### src/rtl/cvtiw_pipe.sv
`default_nettype none
// ============================================================================
// Module   : cvtiw_pipe
// Purpose  : Three-stage pipelined integer to IEEE-754 float converter with
//            valid/ready handshake, per-beat signedness and rounding mode.
// Revision : 1.0 - initial release
// ============================================================================
module cvtiw_pipe #(
    parameter int INTn = 32,
    parameter int NEXP = 8,
    parameter int NSIG = 23,
    localparam int LAST_RA = 4
) (
    input  logic                   clk,
    input  logic                   rst,
    input  logic                   in_valid,
    output logic                   in_ready,
    input  logic [INTn-1:0]        w,
    input  logic                   is_signed,
    input  logic [LAST_RA:0]       ra,
    output logic                   out_valid,
    input  logic                   out_ready,
    output logic [NEXP+NSIG:0]     s,
    output logic                   inexact,
    output logic                   overflow
);

    // Rounding-attribute bit positions
    localparam int c_RA_RNE = 0;
    localparam int c_RA_RTZ = 1;
    localparam int c_RA_RTP = 2;
    localparam int c_RA_RTN = 3;
    localparam int c_RA_RNA = 4;

    localparam int c_LZW = $clog2(INTn + 1);
    localparam int c_XW  = ((NEXP > c_LZW) ? NEXP : c_LZW) + 2;
    localparam int c_EXW = INTn + NSIG + 1;
    localparam logic [c_XW-1:0] c_BIAS = c_XW'((1 << (NEXP - 1)) - 1);

    logic                 w_load1, w_load2, w_load3;
    logic                 r_v1, r_v2, r_v3;
    logic                 r_sign1, r_sign2;
    logic [INTn-1:0]      r_mag1;
    logic [INTn-2:0]      r_frac2;
    logic [c_XW-1:0]      r_e2;
    logic                 r_zero2;
    logic [LAST_RA:0]     r_ra1, r_ra2;

    logic                 w_sign_in;
    logic [INTn-1:0]      w_mag_in;
    logic [c_LZW-1:0]     w_lzc;
    logic [INTn-2:0]      w_frac;
    logic [c_EXW-1:0]     w_ext;
    logic [NSIG-1:0]      w_sig;
    logic                 w_g, w_st, w_up, w_ovf_inf, w_ovf;
    logic [NSIG:0]        w_sig_r;
    logic [c_XW-1:0]      w_e_r;
    logic [NEXP-1:0]      w_exp_fld;
    logic [NEXP+NSIG:0]   w_s;
    logic                 w_inx;

    // Each stage may load when empty or when its content moves on this cycle
    assign w_load3   = ~r_v3 | out_ready;
    assign w_load2   = ~r_v2 | w_load3;
    assign w_load1   = ~r_v1 | w_load2;
    assign in_ready  = w_load1 & ~rst;
    assign out_valid = r_v3;

    assign w_sign_in = is_signed & w[INTn-1];
    assign w_mag_in  = w_sign_in ? -w : w;

    always_comb begin
        w_lzc = c_LZW'(INTn);
        for (int i = 0; i < INTn; i++) begin
            if (r_mag1[i]) w_lzc = c_LZW'(INTn - 1 - i);
        end
    end

    // Normalised MSB is implicit, so only the bits below it are kept
    assign w_frac = (INTn-1)'(r_mag1 << w_lzc);

    assign w_ext   = {r_frac2, {(NSIG + 2){1'b0}}};
    assign w_sig   = w_ext[c_EXW-1 -: NSIG];
    assign w_g     = w_ext[c_EXW-1-NSIG];
    assign w_st    = |w_ext[c_EXW-2-NSIG:0];

    always_comb begin
        w_up      = w_g & (w_st | w_sig[0]);
        w_ovf_inf = 1'b1;
        case (r_ra2)
            (LAST_RA+1)'(1 << c_RA_RNA): w_up = w_g;
            (LAST_RA+1)'(1 << c_RA_RTZ): begin
                w_up      = 1'b0;
                w_ovf_inf = 1'b0;
            end
            (LAST_RA+1)'(1 << c_RA_RTP): begin
                w_up      = ~r_sign2 & (w_g | w_st);
                w_ovf_inf = ~r_sign2;
            end
            (LAST_RA+1)'(1 << c_RA_RTN): begin
                w_up      = r_sign2 & (w_g | w_st);
                w_ovf_inf = r_sign2;
            end
            default: ;
        endcase
    end

    assign w_sig_r   = {1'b0, w_sig} + (NSIG+1)'(w_up);
    assign w_e_r     = r_e2 + c_XW'(w_sig_r[NSIG]);
    assign w_ovf     = w_e_r > c_BIAS;
    assign w_exp_fld = NEXP'(w_e_r + c_BIAS);

    always_comb begin
        w_s   = {r_sign2, w_exp_fld, w_sig_r[NSIG-1:0]};
        w_inx = w_g | w_st;
        if (r_zero2) begin
            w_s   = '0;
            w_inx = 1'b0;
        end else if (w_ovf) begin
            w_inx = 1'b1;
            if (w_ovf_inf) w_s = {r_sign2, {NEXP{1'b1}}, {NSIG{1'b0}}};
            else           w_s = {r_sign2, {(NEXP-1){1'b1}}, 1'b0, {NSIG{1'b1}}};
        end
    end

    always_ff @(posedge clk) begin
        if (rst) begin
            r_v1     <= 1'b0;
            r_v2     <= 1'b0;
            r_v3     <= 1'b0;
            s        <= '0;
            inexact  <= 1'b0;
            overflow <= 1'b0;
        end else begin
            if (w_load1) begin
                r_v1    <= in_valid;
                r_sign1 <= w_sign_in;
                r_mag1  <= w_mag_in;
                r_ra1   <= ra;
            end
            if (w_load2) begin
                r_v2    <= r_v1;
                r_sign2 <= r_sign1;
                r_frac2 <= w_frac;
                r_e2    <= c_XW'(INTn - 1) - c_XW'(w_lzc);
                r_zero2 <= (r_mag1 == '0);
                r_ra2   <= r_ra1;
            end
            if (w_load3) begin
                r_v3 <= r_v2;
                if (r_v2) begin
                    s        <= w_s;
                    inexact  <= w_inx;
                    overflow <= w_ovf & ~r_zero2;
                end
            end
        end
    end

endmodule
`default_nettype wire
### config.mk
export PLATFORM = sky130hd
export DESIGN_NAME = cvtiw_pipe
export DESIGN_NICKNAME = d
export VERILOG_FILES = /design/src/rtl/cvtiw_pipe.sv
export SDC_FILE = /design/constraint.sdc
export NUM_CORES = 1
export LEC_CHECK = 0
export CAP_MARGIN = 20
export CORE_AREA = 8 8 137 139
export CTS_CLUSTER_SIZE = 8
export DETAILED_ROUTE_END_ITERATION = 10
export DIE_AREA = 0 0 145 147
export PLACE_DENSITY = 0.65
export SYNTH_ARGS = -nofsm -noshare
export SYNTH_HDL_FRONTEND = slang
export SYNTH_SLANG_ARGS = --single-unit
### constraint.sdc
create_clock -name clk -period 6.5 [get_ports clk]
set_input_delay 1.95 -clock clk [delete_from_list [all_inputs] [get_ports clk]]
set_output_delay 1.95 -clock clk [all_outputs]
set_load 0.005 [all_outputs]
==> impl_metrics.toml, run 1 <==
[clocking]
clock_latency_ps = 420
post_cts_buffers = 0
hold_buffers = 0
root_buffer = "clkbuf_16"
cts_tree = "yes"
clock_path_buffers = 2
cts_buffers = 17
cts_max_level = 4
post_cts_resized = 0
clk_pin_slew_ps = 60
clkSinkCount = 119

[finish]
layout_common_cells = "82 x nor2_1, 82 x edfxtp_1, 77 x clkdlybuf4s50_1"
antenna_cells = 0
final_cell_area_um2 = 8880
final_cell_count_no_fill = 1084
finalNetCount = 895
fillerInstances = 1495
syn_to_final_growth_pct = 21.0
drive_gt1_frac = 0.0722

[setup_path]
crit_top_cell = "clkdlybuf4s50_1"
cp_top_family = "buffers and inverters"
critPathLaunchType = "input port"
crit_path_max_fanout = 4
cpPeakStageDelay_ps = 530
arrival_ps = 3520
path_buf_inv = 3
cp.required_ps = 4550
cp_slowest_cell = "clkdlybuf4s50_1"
critPathCaptureType = "primary output"
critical_path_class = "input port to primary output"
path_cells = "clkdlybuf4s50_1 -> inv_1 -> and3_1 -> a21oi_4 -> clkdlybuf4s50_1"

[power]
max-vdd-ir-drop_uv = 188
power_leakage_uw = 0.00307
powerDensity_nw_per_um2 = 262

[global_routing]
grt_pass1_wl_um = 33700
use_met3 = 0.0428
grt_max_degree = 45
antenna_found_initial = 0
globalRouteMet2Util = 0.351
grt_overflow_total = 0
grt_pass1_vias = 6315
grt_usage = 0.199
met1_usage = 0.223
grt.busiest_layer = "met2"

[flow_run]
cap_violations = 0

[routing]
viasPerCell = 5.96
initialDrtViolationCount = 458
drt_pass1_iterations = 5
routed_wl_um = 21500
antenna_left = 0
vias = 6463
drcViolationCount = 0
wl_per_cell_um = 19.8

[yosys]
synth-seq-cells = 119
async_flop_share = 0
syn_avg_cell_area_um2 = 9.41
synthCells = 780
yosys_warnings = 0
ys.flop_type = "edfxtp_1"
syn_area_um2 = 7340
synth.distinct_cells = 67
ys_seq_area_frac = 0.436
syn_nets = 829
synth_edf_count = 82

[outcome]
status = "finished clean"

[sta]
slew_headroom = 0.328
tightestPinTransition_ps = 999
fin_setup_tns_ps = 0
hold_viol = 0
setup_viol = 0
rsz0062_at_grt = "no"
period_minus_slack_ps = 5470
finalCritPeriodShare = 0.841
max_freq_mhz = 183
slew_violations = 0
clock_skew_ps = 7.57

[floorplanning]
dieArea_um2 = 21300
num_rows = 48
ios = 78
fp.dieH_um = 147
start_util = 0.438
die_x_um = 145
core_area_um2 = 16800

[place]
hpwl_um = 16500
post_dp_cell_area_um2 = 8290
post-place-cells = 1050
place_congestion = 0.920
numPortBuffers = 77

[worst_hold_path]
min_path_type = "flip-flop to flip-flop"
[metrics by stage]
stage | hold slack (ps) | worst slack (ps) | power [µW] | utilization
6_report | 418 | 1030 | 2330 | 0.530
4_1_cts | 419 | 1010 | 2340 | 0.528
5_1_grt | 427 | 859 | 2420 | 0.530
3_3_place_gp | 408 | 1020 | 1440 | 0.495
2_1_floorplan | 400 | 393 | 1270 | -
3_5_place_dp | 405 | 1020 | 1450 | 0.495
[cell type report]
class,instances,area (µm²),area share
Clock buffer,21,460,0.0518
Clock inverter,11,96.3,0.0108
Inverter,19,73.8,0.00831
Multi-Input combinational cell,601,3900,0.439
Sequential cell,119,3200,0.361
Tap cell,225,282,0.0317
Timing Repair Buffer,88,871,0.0980
[layer usage]
| layer | wire length (µm) | share of wire |
|---|---|---|
| met5 | 0 | 0 |
| met2 | 10700 | 0.50 |
| met3 | 868 | 0.040 |
| met1 | 9090 | 0.42 |
| met4 | 814 | 0.038 |
[report_power, final]
part	switching, µW	total [µW]	internal (µW)
clock	342	887	545
combinational	283	470	187
sequential	74.0	975	901
total	698	2330	1630
[worst register-to-register path: stages (launching register included)]
cell and delay, ps:
edfxtp_1 490, nor2_1 140, a21oi_1 100, nor2_1 100, a21oi_1 50, or3_1 310, a21oi_1 150, ha_1 250
and4_1 240, and3_1 230, nand4_1 200, nor2_1 350, and3_1 250, ha_1 170, nand3_1 140, nor2_1 190
nand3_1 120, and2_1 170, buf_4 200, o21ai_0 210, and2_1 560, o21ai_0 210, a21oi_1 170
[synth_stat cells (all sizes together) (13+ instances only)]
library cell | number | area, µm²
edfxtp | 82 | 2460
a211oi | 30 | 243
nor4 | 17 | 125
nor3 | 20 | 100
nand2 | 58 | 218
a221oi | 15 | 144
and2 | 13 | 81.3
and3 | 13 | 81.3
o21ai | 52 | 264
nand3 | 17 | 85.1
buf | 19 | 108
mux2i | 32 | 324
a21oi | 74 | 370
clkbuf | 22 | 82.6
inv | 18 | 70.1
nor2 | 83 | 312
xor2 | 27 | 236
xnor2 | 29 | 254
dfxtp | 37 | 741
[flip-flops by register name, summed over array words and instances (netlist names)]
signal,cells
r_frac2,31
overflow,1
r_mag1,32
r_sign1,1
out_valid,1
inexact,1
r_zero2,1
s,32
r_e2,6
r_ra1,5
r_v2,1
r_v1,1
r_ra2,5
r_sign2,1
[final timing paths]
path / from / to / cells past startpoint / slack [ps]
worst min-delay path: r_ra1[3] / r_ra2[3] / 0 / 420
worst max-delay path: out_ready / in_ready / 5 / 1030
worst max register to register: r_sign2 / s[10] / 22 / 1410
worst min register to register: r_ra1[3] / r_ra2[3] / 0 / 420
[logic make-up after synthesis]
| logic type | share of synthesized area |
|---|---|
| flip-flops | 0.436 |
| multiplexers | 0.0533 |
| XOR/XNOR | 0.0668 |
| buffers and inverters | 0.0360 |
| adder cells (fa/ha/maj) | 0.0119 |
| AO/OA/AOI/OAI | 0.232 |
| AND/OR/NAND/NOR | 0.164 |
No activity file was read; power rests on OpenSTA's default activity.
==> run 2: changes to the inputs <==
Settings changed: PLACE_DENSITY 0.65 to 0.68.
Clock period 6.5 ns to 4.45 ns, I/O delays scaled along.
==> run 2 against run 1 <==
Total power up 45%. Critical path type unchanged. Cell count is 1.3% higher. Largest power group unchanged. Count of clock-buffer cells in the layout grew 2.
==> impl_metrics.toml, run 2 (synthesized netlist as in run 1, its figures left out) <==
[worst_hold_path]
min_path_type = "flip-flop to flip-flop"
holdPathStages = 0
worstHoldStart = "r_ra1[2]"
worst_hold_path.endpoint = "r_ra2[2]"

[place]
hpwl_um = 14700
numPortBuffers = 77
place_congestion = 0.936
place_ws_ps = -127

[power]
power_leakage_uw = 0.00313
max-vdd-ir-drop_uv = 298
total_power_uw = 3390
powerDensity_nw_per_um2 = 375

[routing]
drt_pass1_iterations = 7
viasPerCell = 5.80
initialDrtViolationCount = 510
routed_wl_um = 19400
vias = 6370
wl_per_cell_um = 17.7
antenna_left = 0
drcViolationCount = 0

[global_routing]
grt_pass1_vias = 6057
grt_max_degree = 45
grt_usage = 0.181
grt_pass1_wl_um = 31200
antenna_found_initial = 0
grt_overflow_total = 0

[floorplanning]
fp.dieH_um = 147
die_x_um = 145
ios = 78
dieArea_um2 = 21300
num_rows = 48
core_area_um2 = 16800
start_util = 0.438

[sta]
tightestPinTransition_ps = 1020
max_freq_mhz = 237
setup_viol = 0
finalCritPeriodShare = 0.948
fin_ws_ps = 231
clock_skew_ps = 15.6
hold_viol = 0
fin_setup_tns_ps = 0
period_minus_slack_ps = 4220
slew_headroom = 0.304
slew_violations = 0
rsz0062_at_grt = "no"

[finish]
antenna_cells = 0
mostFrequentLayoutCell = "edfxtp_1"
layout_common_cells = "82 x edfxtp_1, 80 x nor2_1, 77 x clkdlybuf4s50_1"
drive_gt1_frac = 0.0985
finalNetCount = 909
syn_to_final_growth_pct = 23.3
reg.largest.list = "r_mag1: 32 flops, s: 32 flops, r_frac2: 31 flops"

[clocking]
cts_buffers = 17
cts_max_level = 4
hold_buffers = 0
post_cts_buffers = 0
clkSinkCount = 119
root_buffer = "clkbuf_16"
clk_pin_slew_ps = 50
clock_path_buffers = 2
clock_latency_ps = 420
cts_tree = "yes"

[setup_path]
arrival_ps = 2880
r2r_setup_slack_ps = 290
crit_path_max_fanout = 4
r2r_cells = 20
cp.required_ps = 3120
r2r_start = "r_ra2[1]"
critPathCaptureType = "primary output"
critical_path_class = "input port to primary output"
critPathLaunchType = "input port"
reg2reg_to = "s[28]"

[flow_run]
cap_violations = 0

[outcome]
status = "finished clean"
-- run 2: changes by cell type in the layout (fill, tap and decap cells not counted), sizes merged --
cell	previous run	this run
clkbuf	21	23
dlymetal6s2s	1	0
bufinv	1	0
buf	10	25
inv	23	20
clkinv	6	8
-- run 2: repair_timing --
item                       in CTS  in global routing
gates resized for setup         1                 11
setup endpoints to repair       1                 29
gates cloned                    0                  0
pin swaps                       0                  1
-- run 2: routing by layer --
| metal | track usage | wire length (µm) | vias up | part of all wire |
|---|---|---|---|---|
| met3 | 0.0477 | 1140 | 50 | 0.059 |
| met2 | 0.290 | 9090 | 268 | 0.47 |
| met1 | 0.216 | 8300 | 2905 | 0.43 |
| li1 | - | - | 3147 | - |
| met4 | 0.112 | 883 | 0 | 0.045 |
| met5 | 0 | 0 | - | 0 |
-- run 2: how the worst max path moves through the flow --
stage,startpoint,slack [ps],end
5_1_grt,r_ra2[3],20,s[17]
6_report,out_ready,230,in_ready
3_3_place_gp,r_ra2[3],-40,s[28]
3_5_place_dp,r_ra2[3],-130,s[28]
4_1_cts,r_ra2[1],70,s[28]
2_1_floorplan,rst,390,r_e2[0]
-- run 2: stage by stage --
stage / hold WS (ps) / util / cells / area (µm²)
2_1_floorplan: 400 / - / 780 / 7340
3_3_place_gp: 405 / 0.503 / 1066 / 8430
3_5_place_dp: 405 / 0.503 / 1066 / 8430
4_1_cts: 417 / 0.538 / 1098 / 9010
5_1_grt: 423 / 0.540 / 1098 / 9050
6_report: 416 / 0.540 / 1098 / 9050
-- run 2: where the power goes --
| group | internal, µW | switching [µW] |
|---|---|---|
| registers | 1320 | 107 |
| logic | 276 | 393 |
| clock network | 814 | 486 |
| total | 2410 | 986 |
-- run 2: critical path: stages --
cell             delay, ps
clkdlybuf4s50_1        490
inv_1                   50
and3_1                 260
a21oi_4                210
clkdlybuf4s50_1        530
-- run 2: layout make-up --
type / instances / area, µm²
clock buffer: 23 / 514
clock inverter: 9 / 62.6
fill: 1528 / 7700
inverter: 19 / 73.8
multi-input combinational: 601 / 3950
sequential: 119 / 3200
tap: 225 / 282
timing repair buffer: 102 / 971
==> run 3: changes to the inputs <==
--- a/config.mk
+++ b/config.mk
@@ -12,4 +12,6 @@
 export DIE_AREA = 0 0 145 147
 export PLACE_DENSITY = 0.68
+export RECOVER_POWER = 50
+export SETUP_SLACK_MARGIN = 0.15
 export SYNTH_ARGS = -nofsm -noshare
 export SYNTH_HDL_FRONTEND = slang
==> constraint.sdc (replaced) <==
create_clock -name clk -period 4.45 [get_ports clk]
set_input_delay 0.6675 -clock clk [delete_from_list [all_inputs] [get_ports clk]]
set_output_delay 0.6675 -clock clk [all_outputs]
set_load 0.005 [all_outputs]
==> run 3 against run 2 <==
The flow now finishes with violations (max-capacitance violations, max-slew violations). Clock skew fell by 8.1 ps. Register-to-register slack improved by 200 ps. Non-clock buffer count rose by 3. Total power rose by 1.0%. Largest cell class unchanged. Largest power group unchanged.
==> impl_metrics.toml, run 3 (synthesized netlist as in run 1, its figures left out) <==
[routing]
wl_per_cell_um = 17.8
vias = 6356
viasPerCell = 5.77
antenna_left = 0
initialDrtViolationCount = 486
drcViolationCount = 0
drt_pass1_iterations = 6
routed_wl_um = 19600

[finish]
final_cell_count_no_fill = 1101
drive_gt1_frac = 0.0947
reg.largest.list = "r_mag1: 32 flops, s: 32 flops, r_frac2: 31 flops"
finalNetCount = 912
syn_to_final_growth_pct = 23.5
fin_util = 0.541
mostFrequentLayoutCell = "edfxtp_1"
layout_common_cells = "82 x edfxtp_1, 81 x nor2_1, 74 x a21oi_1"
antenna_cells = 0
fillerInstances = 1550

[sta]
slew_violations = 77
fin_setup_tns_ps = 0
clock_skew_ps = 7.49
hold_viol = 0
tightestPinTransition_ps = 1870
period_minus_slack_ps = 3960
setup_viol = 0
slew_headroom = -0.246
finalCritPeriodShare = 0.889
rsz0062_at_grt = "no"
hold-worst-slack_ps = 419
max_freq_mhz = 253

[global_routing]
grt_overflow_total = 0
grt_max_degree = 45
globalRouteMet2Util = 0.311
antenna_found_initial = 0
grt_usage = 0.186
met1_usage = 0.217
grt_pass1_vias = 6240
grt_pass1_wl_um = 32200
grt.busiest_layer = "met2"
use_met3 = 0.0449

[clocking]
clkSinkCount = 119
clk_pin_slew_ps = 50
clock_path_buffers = 2
cts_max_level = 4
hold_buffers = 0
clock_latency_ps = 420
root_buffer = "clkbuf_16"
cts_tree = "yes"
cts_buffers = 17

[setup_path]
critPathCaptureType = "flip-flop"
cp.required_ps = 4700
crit_path_max_fanout = 6
critical_path_class = "flip-flop to flip-flop"
arrival_ps = 4200
critPathLaunchType = "flip-flop"

[power]
max-vdd-ir-drop_uv = 271
power_leakage_uw = 0.00326
total_power_uw = 3430
pwr-share-seq = 0.415
p_switching_uw = 975
p_int_uw = 2450
powerDensity_nw_per_um2 = 378
switching_share = 0.285
share_comb_of_total_power = 0.195
power_frac_clock = 0.390

[floorplanning]
core_area_um2 = 16800
start_util = 0.438
die_x_um = 145
fp.dieH_um = 147
num_rows = 48
dieArea_um2 = 21300
ios = 78

[outcome]
violations = "max-capacitance violations, max-slew violations"
status = "complete, but fails checks"

[worst_hold_path]
min_path_type = "flip-flop to flip-flop"

[flow_run]
cap_violations = 2

[place]
numPortBuffers = 77
place_congestion = 0.936
hpwl_um = 15000
post-place-cells = 1062
==> run 3: changes by cell type in the layout (fill, tap and decap cells not counted), moves of 2 or more <==
cell,previous run,this run
clkdlybuf4s50_1,77,33
dlygate4sd3_1,0,44
clkbuf_1,1,5
clkbuf_16,19,21
clkinv_4,4,2
==> run 3: repair_timing <==
action	in CTS	in global routing
pin swaps	1	3
setup endpoints to repair	23	33
buffers inserted	1	5
resized for setup	1	10
==> run 3: worst paths after layout <==
path | start | end | slack, ps | depth (start not counted)
hold / removal | r_ra1[4] | r_ra2[4] | 420 | 0
setup / recovery | r_ra2[2] | s[28] | 490 | 21
hold reg to reg | r_ra1[4] | r_ra2[4] | 420 | 0
setup reg to reg | r_ra2[2] | s[28] | 490 | 21
==> run 3: critical path: stages (launching register included) <==
cell,delay (ps)
edfxtp_1,390
buf_4,160
xor2_1,140
o211ai_1,250
o21ai_0,150
a21oi_1,170
ha_2,220
and4_1,240
and3_4,210
nand4_1,130
nor2_2,160
and3_1,180
ha_2,210
ha_4,170
and3b_1,180
o21bai_1,80
a21boi_1,150
and3_1,210
xor2_1,140
a211oi_1,80
a21oi_1,130
nor2_1,50
==> run 3: area by class of cell <==
cell class	count	area [µm²]	share of cell area
well taps	225	282	0.0311
repair buffers	105	982	0.108
multi-input cells	601	3920	0.433
clock inverters	8	53.8	0.00594
clock buffers	24	547	0.0603
inverters	19	73.8	0.00814
flip-flops and latches	119	3200	0.353
==> run 3: power groups by stage <==
stage | logic, µW | registers (µW) | clock network (µW)
floorplan | 458 | 1400 | 0
finish | 669 | 1420 | 1330
global placement | 659 | 1440 | 0
detailed placement | 657 | 1440 | 0
global route | 728 | 1440 | 1420
CTS | 662 | 1420 | 1370
==> run 3: metrics by stage <==
| step | cell area, µm² | worst slack, ps |
|---|---|---|
| floorplan | 7340 | 466 |
| global placement | 8400 | 58.6 |
| detailed placement | 8400 | 2.85 |
| CTS | 9010 | 194 |
| global route | 9060 | 73.9 |
| finish | 9060 | 493 |
==> run 3: metal layers <==
| layer | share of wire | vias up |
|---|---|---|
| li1 | - | 3150 |
| met3 | 0.056 | 55 |
| met5 | 0 | - |
| met1 | 0.42 | 2924 |
| met2 | 0.49 | 227 |
| met4 | 0.038 | 0 |
